--- config.mk ---
export PLATFORM = sky130hd
export DESIGN_NAME = uart_tx_fifo_param
export DESIGN_NICKNAME = d
export VERILOG_FILES = /design/src/rtl/uart_tx_fifo_param.sv
export SDC_FILE = /design/constraint.sdc
export NUM_CORES = 1
export LEC_CHECK = 0
export ABC_AREA = 1
export CAP_MARGIN = 20
export CORE_MARGIN = 1.5
export CORE_UTILIZATION = 50
export CTS_CLUSTER_DIAMETER = 120
export DETAILED_ROUTE_END_ITERATION = 16
export PLACE_DENSITY_LB_ADDON = 0.05
export SLEW_MARGIN = 0
export SYNTH_ARGS = -nofsm -noshare
export SYNTH_HDL_FRONTEND = slang
export SYNTH_SLANG_ARGS = --single-unit
--- constraint.sdc ---
create_clock -name clk -period 9.78 [get_ports clk]
set_input_delay 2.934 -clock clk [delete_from_list [all_inputs] [get_ports clk]]
set_output_delay 2.934 -clock clk [all_outputs]
set_load 0.05 [all_outputs]
--- src/rtl/uart_tx_fifo_param.sv ---
// uart_tx_fifo_param
//   Parametrised UART transmitter with an integrated TX FIFO and break
//   generation. Words are pushed through a valid/ready port, popped into a
//   shift register when the serialiser is idle, and sent LSB first on `tx`
//   with optional parity and one or two stop bits. Bit timing comes from an
//   external one-clock `baud_tick` strobe.
//
// Ports
//   clk, aresetn      clock, asynchronous active-low reset
//   baud_tick         one-clk strobe per bit period
//   s_valid/s_ready   write handshake (s_ready = !full)
//   s_data            word to send, LSB first
//   cfg_nbits         data bits per frame (5..DATA_W, else DATA_W)
//   cfg_parity        00 none, 01 even, 10 odd, 11 mark
//   cfg_stop2         0 = one stop bit, 1 = two stop bits
//   send_break        level request to hold tx low
//   tx                serial output, idles high
//   busy              FSM not idle or FIFO non-empty
//   tx_done           one-clk pulse at the end of each frame
//   fifo_level        FIFO occupancy
module uart_tx_fifo_param #(
  parameter int DATA_W     = 8,
  parameter int FIFO_DEPTH = 16,
  parameter int LVL_W      = $clog2(FIFO_DEPTH + 1)
) (
  input  logic              clk,
  input  logic              aresetn,
  input  logic              baud_tick,
  input  logic              s_valid,
  output logic              s_ready,
  input  logic [DATA_W-1:0] s_data,
  input  logic [3:0]        cfg_nbits,
  input  logic [1:0]        cfg_parity,
  input  logic              cfg_stop2,
  input  logic              send_break,
  output logic              tx,
  output logic              busy,
  output logic              tx_done,
  output logic [LVL_W-1:0]  fifo_level
);

  localparam int AW = $clog2(FIFO_DEPTH);
  localparam logic [AW:0] FULL_LVL = (AW + 1)'(FIFO_DEPTH);

  typedef enum logic [2:0] {
    S_IDLE, S_ARM, S_START, S_DATA, S_PARITY, S_STOP, S_BREAK, S_MARK
  } state_t;

  // ---------------------------------------------------------------- FIFO
  // Pointers carry one extra wrap bit so full and empty are distinguishable.
  logic [DATA_W-1:0] mem [FIFO_DEPTH];
  logic [AW:0]       wr_ptr_q, wr_ptr_d, rd_ptr_q, rd_ptr_d;
  logic [AW:0]       level_q, level_d;
  logic              full, empty, push, pop;
  logic [DATA_W-1:0] rd_word;

  assign level_q = wr_ptr_q - rd_ptr_q;
  assign full    = (level_q == FULL_LVL);
  assign empty   = (level_q == '0);
  assign push    = s_valid && !full;
  assign rd_word = mem[rd_ptr_q[AW-1:0]];

  assign wr_ptr_d = wr_ptr_q + (AW + 1)'(push);
  assign rd_ptr_d = rd_ptr_q + (AW + 1)'(pop);
  assign level_d  = wr_ptr_d - rd_ptr_d;

  always_ff @(posedge clk) begin
    if (push) mem[wr_ptr_q[AW-1:0]] <= s_data;
  end

  // ------------------------------------------------- frame configuration
  logic [3:0]        nbits_eff;
  logic [DATA_W-1:0] nbit_mask;
  logic              data_xor, par_calc;

  assign nbits_eff = (cfg_nbits < 4'd5 || cfg_nbits > 4'(DATA_W)) ?
                     4'(DATA_W) : cfg_nbits;

  // Parity covers only the bits that will actually be sent.
  for (genvar gi = 0; gi < DATA_W; gi++) begin : g_mask
    assign nbit_mask[gi] = (nbits_eff > 4'(gi));
  end

  assign data_xor = ^(rd_word & nbit_mask);

  always_comb begin
    case (cfg_parity)
      2'b01:   par_calc = data_xor;
      2'b10:   par_calc = ~data_xor;
      default: par_calc = 1'b1;
    endcase
  end

  // ----------------------------------------------------------------- FSM
  state_t            state_q, state_d;
  logic [DATA_W-1:0] shift_q, shift_d;
  logic [3:0]        cnt_q, cnt_d;
  logic [3:0]        nbits_q, nbits_d;
  logic              par_en_q, par_en_d;
  logic              par_bit_q, par_bit_d;
  logic              stop2_q, stop2_d;
  logic              stop_cnt_q, stop_cnt_d;
  logic              tx_q, tx_d;
  logic              tx_done_q, tx_done_d;
  logic              busy_q, busy_d;

  always_comb begin
    state_d    = state_q;
    shift_d    = shift_q;
    cnt_d      = cnt_q;
    nbits_d    = nbits_q;
    par_en_d   = par_en_q;
    par_bit_d  = par_bit_q;
    stop2_d    = stop2_q;
    stop_cnt_d = stop_cnt_q;
    tx_d       = tx_q;
    tx_done_d  = 1'b0;
    pop        = 1'b0;

    case (state_q)
      S_IDLE: begin
        // A pending break wins over queued data.
        if (send_break) begin
          state_d = S_BREAK;
        end else if (!empty) begin
          pop       = 1'b1;
          shift_d   = rd_word;
          nbits_d   = nbits_eff;
          par_en_d  = (cfg_parity != 2'b00);
          par_bit_d = par_calc;
          stop2_d   = cfg_stop2;
          state_d   = S_ARM;
        end
      end
      // Start edge waits for the next tick so it lands on the bit grid.
      S_ARM: if (baud_tick) begin
        tx_d    = 1'b0;
        state_d = S_START;
      end
      S_START: if (baud_tick) begin
        tx_d    = shift_q[0];
        shift_d = shift_q >> 1;
        cnt_d   = 4'd1;
        state_d = S_DATA;
      end
      S_DATA: if (baud_tick) begin
        if (cnt_q < nbits_q) begin
          tx_d    = shift_q[0];
          shift_d = shift_q >> 1;
          cnt_d   = cnt_q + 4'd1;
        end else if (par_en_q) begin
          tx_d    = par_bit_q;
          state_d = S_PARITY;
        end else begin
          tx_d       = 1'b1;
          stop_cnt_d = 1'b0;
          state_d    = S_STOP;
        end
      end
      S_PARITY: if (baud_tick) begin
        tx_d       = 1'b1;
        stop_cnt_d = 1'b0;
        state_d    = S_STOP;
      end
      S_STOP: if (baud_tick) begin
        if (stop2_q && !stop_cnt_q) begin
          stop_cnt_d = 1'b1;
        end else begin
          tx_done_d = 1'b1;
          state_d   = S_IDLE;
        end
      end
      S_BREAK: if (baud_tick) begin
        if (send_break) begin
          tx_d = 1'b0;
        end else begin
          tx_d    = 1'b1;
          state_d = S_MARK;
        end
      end
      // One full bit period of mark after a break before new data.
      S_MARK: if (baud_tick) begin
        state_d = S_IDLE;
      end
      default: state_d = S_IDLE;
    endcase

    busy_d = (state_d != S_IDLE) || (level_d != '0);
  end

  always_ff @(posedge clk or negedge aresetn) begin
    if (!aresetn) begin
      wr_ptr_q   <= '0;
      rd_ptr_q   <= '0;
      state_q    <= S_IDLE;
      shift_q    <= '0;
      cnt_q      <= '0;
      nbits_q    <= '0;
      par_en_q   <= 1'b0;
      par_bit_q  <= 1'b0;
      stop2_q    <= 1'b0;
      stop_cnt_q <= 1'b0;
      tx_q       <= 1'b1;
      tx_done_q  <= 1'b0;
      busy_q     <= 1'b0;
    end else begin
      wr_ptr_q   <= wr_ptr_d;
      rd_ptr_q   <= rd_ptr_d;
      state_q    <= state_d;
      shift_q    <= shift_d;
      cnt_q      <= cnt_d;
      nbits_q    <= nbits_d;
      par_en_q   <= par_en_d;
      par_bit_q  <= par_bit_d;
      stop2_q    <= stop2_d;
      stop_cnt_q <= stop_cnt_d;
      tx_q       <= tx_d;
      tx_done_q  <= tx_done_d;
      busy_q     <= busy_d;
    end
  end

  assign s_ready    = !full;
  assign fifo_level = LVL_W'(level_q);
  assign tx         = tx_q;
  assign tx_done    = tx_done_q;
  assign busy       = busy_q;

endmodule

Yosys cells after proc, flatten, opt, wreduce, memory -nomap -nowiden
Memory sizes are Yosys's and may differ from the RTL's.
Index checks and enable logic that the tools add are counted.
{ "totals": {"out_inout_bits": 9, "register_bits": 36, "mem_bits_rw": 128, "wordCells": 126, "n_memories": 1, "in_bits": 20} }
{ "classes": {"addsub": 5, "eq_ne": 22, "bitwise": 4, "reduce_logical": 21, "order_cmp": 11, "n_mux": 49} }
{ "memory_table": {"columns": ["memory", "depth", "width", "rd", "rd_clocked_by_memory_dff", "wr", "line", "text"], "rows": [
  ["mem", 16, 8, 1, 0, 1, "51", "logic [DATA_W-1:0] mem [FIFO_DEPTH];"]
]} }
{ "ops": {"columns": ["op", "n"], "rows": [
  ["8-bit two-way mux", 5],
  ["3-bit two-way mux", 12],
  ["2-bit != test, second input constant", 12],
  ["3-bit one-hot mux with 8 select lines", 1],
  ["8-bit one-hot mux with 3 select lines", 1],
  ["1-bit two-way mux", 22],
  ["4-bit by 3-bit greater-than comparator with 1-bit output, second input constant", 4],
  ["4-bit two-way mux", 4],
  ["3-bit equality test, second input constant", 4],
  ["6-bit AND reduction", 2],
  ["5-bit by 1-bit adder with 5-bit output", 2],
  ["5-bit nonzero test", 2],
  ["5-bit subtractor", 2],
  ["3-bit nonzero test", 3],
  ["8-bit AND", 1],
  ["4-bit by 1-bit greater-than comparator with 1-bit output, second input constant", 2],
  ["4-bit by 2-bit greater-than comparator with 1-bit output, second input constant", 2],
  ["4-bit one-hot mux with 2 select lines", 1],
  ["8-bit XOR reduction", 1],
  ["7-bit AND reduction", 1],
  ["3-bit by 2-bit equality test with 1-bit output, second input constant", 2],
  ["5-bit equality test, second input constant", 1],
  ["5-bit logical NOT", 1],
  ["1-bit one-hot mux with 5 select lines", 1],
  ["other kinds (17)", 23]
]} }

Logic depth before layout (Yosys ltp)
{ "depth": {"ltp_word": 9, "mapped_depth": 23, "depth_no_buf": 22} }

Worst setup path after synthesis
OpenSTA, ideal clock, no wires.
{ "synth_path": {"kind": "register to output", "start": "reg rd_ptr_q[2]", "end": "out s_ready", "path_buffers": 1, "t_arrival_ns": 2.727, "slack_ns": 4.119, "t_required_ns": 6.846, "path_stages_with_launch": 8, "path_cell_list": "dfrtp_1 > clkinv_1 > clkbuf_1 > ha_1 > nand2_1 > o21ai_1 > xor2_1 > nand2_1"} }
{ "synth_via": {"elab_chain_cells": 3} }
{ "synth_lines": {"columns": ["element", "line", "text"], "rows": [
  ["start, declared", "52", "logic [AW:0] wr_ptr_q, wr_ptr_d, rd_ptr_q, rd_ptr_d;"],
  ["start signal, assigned", "208", "rd_ptr_q <= rd_ptr_d;"],
  ["5-bit subtractor", "57", "assign level_q = wr_ptr_q - rd_ptr_q;"],
  ["named net fifo_level[4]", "39", "output logic [LVL_W-1:0] fifo_level"],
  ["5-bit equality test", "58", "assign full = (level_q == FULL_LVL);"],
  ["1-bit logical NOT", "223", "assign s_ready = !full;"],
  ["end, declared", "30", "output logic s_ready,"]
]} }
The timed path passes the listed nets, and every way through them passes these cells.

Worst setup path in the final report
{ "layout_path": {"start": "reg rd_ptr_q[2]", "end": "out s_ready"} }
{ "layout_via": {"elab_chain_cells": 3} }
{ "layout_lines": {"columns": ["element", "line"], "rows": [
  ["5-bit subtractor", "57"],
  ["5-bit equality test", "58"],
  ["1-bit logical NOT", "223"]
]} }
Every way passes these cells.

==> run_results.csv <==
group,metric,value,unit
cells_and_area,register_area,4750,µm²
floorplan,core,15300,µm²
clock_tree,cts_buffers,17,
clock_tree,post-cts-setup-buffer-count,0,
cells_and_area,final_common_cell,"nand2_1",
drt,routed-wl-met2,8420,µm
power,leakage,3.88,nW
floorplan,die-area,16400,µm²
cells_and_area,multi_input_area,2480,µm²
critical_path,start_kind,"flip-flop",
clock_tree,cts_tree,"built",
global_route,gr-total-overflow,0,
critical_path,required,6.85,ns
cells_and_area,drive_gt1_share,6.40,%
logic_synthesis,synth.top_cell.area_share,49.1,%
power,irDropWorstVdd,0.219,mV
timing,fin_setup_tns,0,ns
global_route,grtUsageTotal,22.5,%
logic_synthesis,syn_avg_cell_area,9.52,µm²
timing,worstMarginPinSlew,0.825,ns
clock_tree,clk_latency,0.43,ns
timing,timing.final.crit_share,71.0,%
global_route,grt_max_degree,69,
logic_synthesis,synth-main-ff-cell,"edfxtp_1",
logic_synthesis,ys_ff_latch,164,
drt,avgViaCountPerCell,5.15,
logic_synthesis,ys_async_sr_fraction,22.0,%
timing,max_freq,144,MHz
critical_path,worstPathCellList,"clkinv_1 > ha_1 > nand2_1 > o21ai_1 > xor2_1 > nor2_1 > nand3_2 > inv_1 > nand2_1 > clkdlybuf4s50_1",
cells_and_area,area_growth,12.8,%
drt,drt_iter0_markers,558,
drt,totalWireLength,17300,µm
clock_tree,ctsHoldBuffers,0,
critical_path,critical_path.max_fanout,20,
placement,place_hpwl,11600,µm
worst_hold_path,hold_path.class,"flip-flop to flip-flop",
clock_tree,cts_max_path_buffers,2,
power,power,3.06,mW
cells_and_area,antenna-diode-count,0,
logic_synthesis,synth_edf_count,128,
logic_synthesis,synth_top_area_cell,"edfxtp_1",
placement,place_congestion,0.912,
timing,setup_viol,0,
timing,min_period,6.95,ns
timing,rsz0062_at_grt,"no",
cells_and_area,layout_common_cells,"nand2_1 (262), edfxtp_1 (128), inv_1 (115)",
drt,routed.top_layer,"met4",
placement,port_buffers,28,
clock_tree,clkTransAtPathRegs,0.06,ns
logic_synthesis,synth_area_leaders,"edfxtp_1 (49%), nand2_1 (13%), dfrtp_1 (11%)",
clock_tree,clock-root-buffer,"clkbuf_16",
status,status,"complete, no violations",
logic_synthesis,ys.warnings.count,0,
global_route,grt_pass1_wl,27600,µm
drt,drc,0,
drt,drt_pre_antenna_iters,5,
placement,placedCellCount,1039,
clock_tree,cts_htree_levels,4,
logic_synthesis,seq_area_frac_synth,60.6,%
floorplan,num_rows,45,
global_route,grt_pass1_vias,5291,
drt,wl_met3,762,µm
timing,finClkSkew,0.0130,ns
power,powerDensity,347,nW/µm²
logic_synthesis,yosysUniqueCellTypes,35,
timing,hold_viol,0,
logic_synthesis,syn_nets,863,
drt,vias,5512,
drt,ant_nets,0,
cells_and_area,nFillCells,1361,
clock_tree,cts.sinks,164,
floorplan,fp.dieW,128,µm
critical_path,arrival,4.01,ns
drt,met1Wirelength,7940,µm
critical_path,worst_setup_path_end_kind,"primary output",
floorplan,initial_utilization,51.3,%
run,maxCapViolations,0,
logic_synthesis,syn-cell-area,7830,µm²
timing,finalWorstSetupSlack,2.83,ns
timing,drv_slew,0,
logic_synthesis,syn_inst,823,
clock_tree,cts_resized,0,
critical_path,slowest_delay,0.80,ns
floorplan,die_y,128,µm
global_route,antenna_found_initial,0,
timing,maxSlewHeadroom,44.8,%
placement,place_ws,3.32,ns
floorplan,design.portCount,29,
critical_path,worst_path_max_delay_cell,"dfrtp_1",
cells_and_area,finalNonFillerCells,1071,
drt,wl_per_cell,16.2,µm
cells_and_area,layout.nets,888,
critical_path,cp_common_cell,"nand2_1",
critical_path,worstSetupPathType,"flip-flop to primary output",
[path summary, 6_finish.rpt]
check                                  from           to  slack (ns)  cells after the start
worst max-delay path            rd_ptr_q[2]      s_ready        2.83                     10
worst min-delay path             shift_q[7]   shift_q[7]        0.48                      2
worst max register to register  rd_ptr_q[2]         busy        4.61                     19
worst min register to register   shift_q[7]   shift_q[7]        0.48                      2
max in group asynchronous           aresetn  rd_ptr_q[0]        6.61                      1
min in group asynchronous           aresetn     cnt_q[0]        2.60                      1
[report_power, final]
group / switching (mW) / leakage (nW) / internal (mW)
registers: 0.0777 / 1.59 / 0.880
logic: 0.994 / 2.00 / 0.456
clock network: 0.277 / 0.282 / 0.379
total: 1.35 / 3.88 / 1.71
[cell usage after synthesis (6+ instances only)]
master	instances
nand3_1	112
o21ai_2	8
edfxtp_1	128
o21ai_0	18
a21oi_1	14
xor2_1	8
buf_2	13
inv_1	115
xnor2_1	6
dfrtp_1	35
ha_1	19
nand2_1	262
nor2_1	39
[cells by family after synthesis]
group | count (synthesis) | synth area share (%)
DFF | 164 | 60.6
muxes | 1 | 0.144
xor gates and xnor gates | 14 | 1.57
AOI/OAI and AO/OA | 51 | 3.88
buffers and inverters | 147 | 7.73
and+or+nand+nor | 426 | 22.8
adders and majority gates | 20 | 3.29
[critical path: cells and delay by family, from the launching register on]
family | cells | cell delay (ns)
fa+ha+maj | 1 | 0.59
compound gates | 1 | 0.14
buf+inv | 3 | 1.57
simple gates | 4 | 0.28
xor+xnor | 1 | 0.20
flops | 1 | 0.80
[metal layers]
metal | global-route usage, % | vias to the layer above
met2 | 36.7 | 130
met4 | 6.21 | 0
li1 | - | 2730
met1 | 30.6 | 2635
met5 | 0 | -
met3 | 5.09 | 17
[cell type report]
class / instances / area share, %
Inverter: 122 / 5.18
Tap cell: 211 / 2.99
Sequential cell: 164 / 53.7
Clock buffer: 18 / 4.86
Timing Repair Buffer: 31 / 3.51
Multi-Input combinational cell: 512 / 28.1
Clock inverter: 13 / 1.66
[sequential cells by signal, indices dropped and copies added, names as in the netlist, 3 cells and up]
register	count
state_q	3
mem	128
rd_ptr_q	5
shift_q	8
cnt_q	4
nbits_q	4
wr_ptr_q	5
[metrics by stage]
stage          util [%]  hold WS [ns]  instance area [µm²]
5_1_grt            57.9         0.506                 8840
6_report           57.9         0.481                 8840
4_1_cts            57.8         0.485                 8820
2_1_floorplan         -         0.442                 7830
3_5_place_dp       54.0         0.469                 8240
3_3_place_gp       54.0         0.460                 8240
Power figures use the tool's default switching activity.
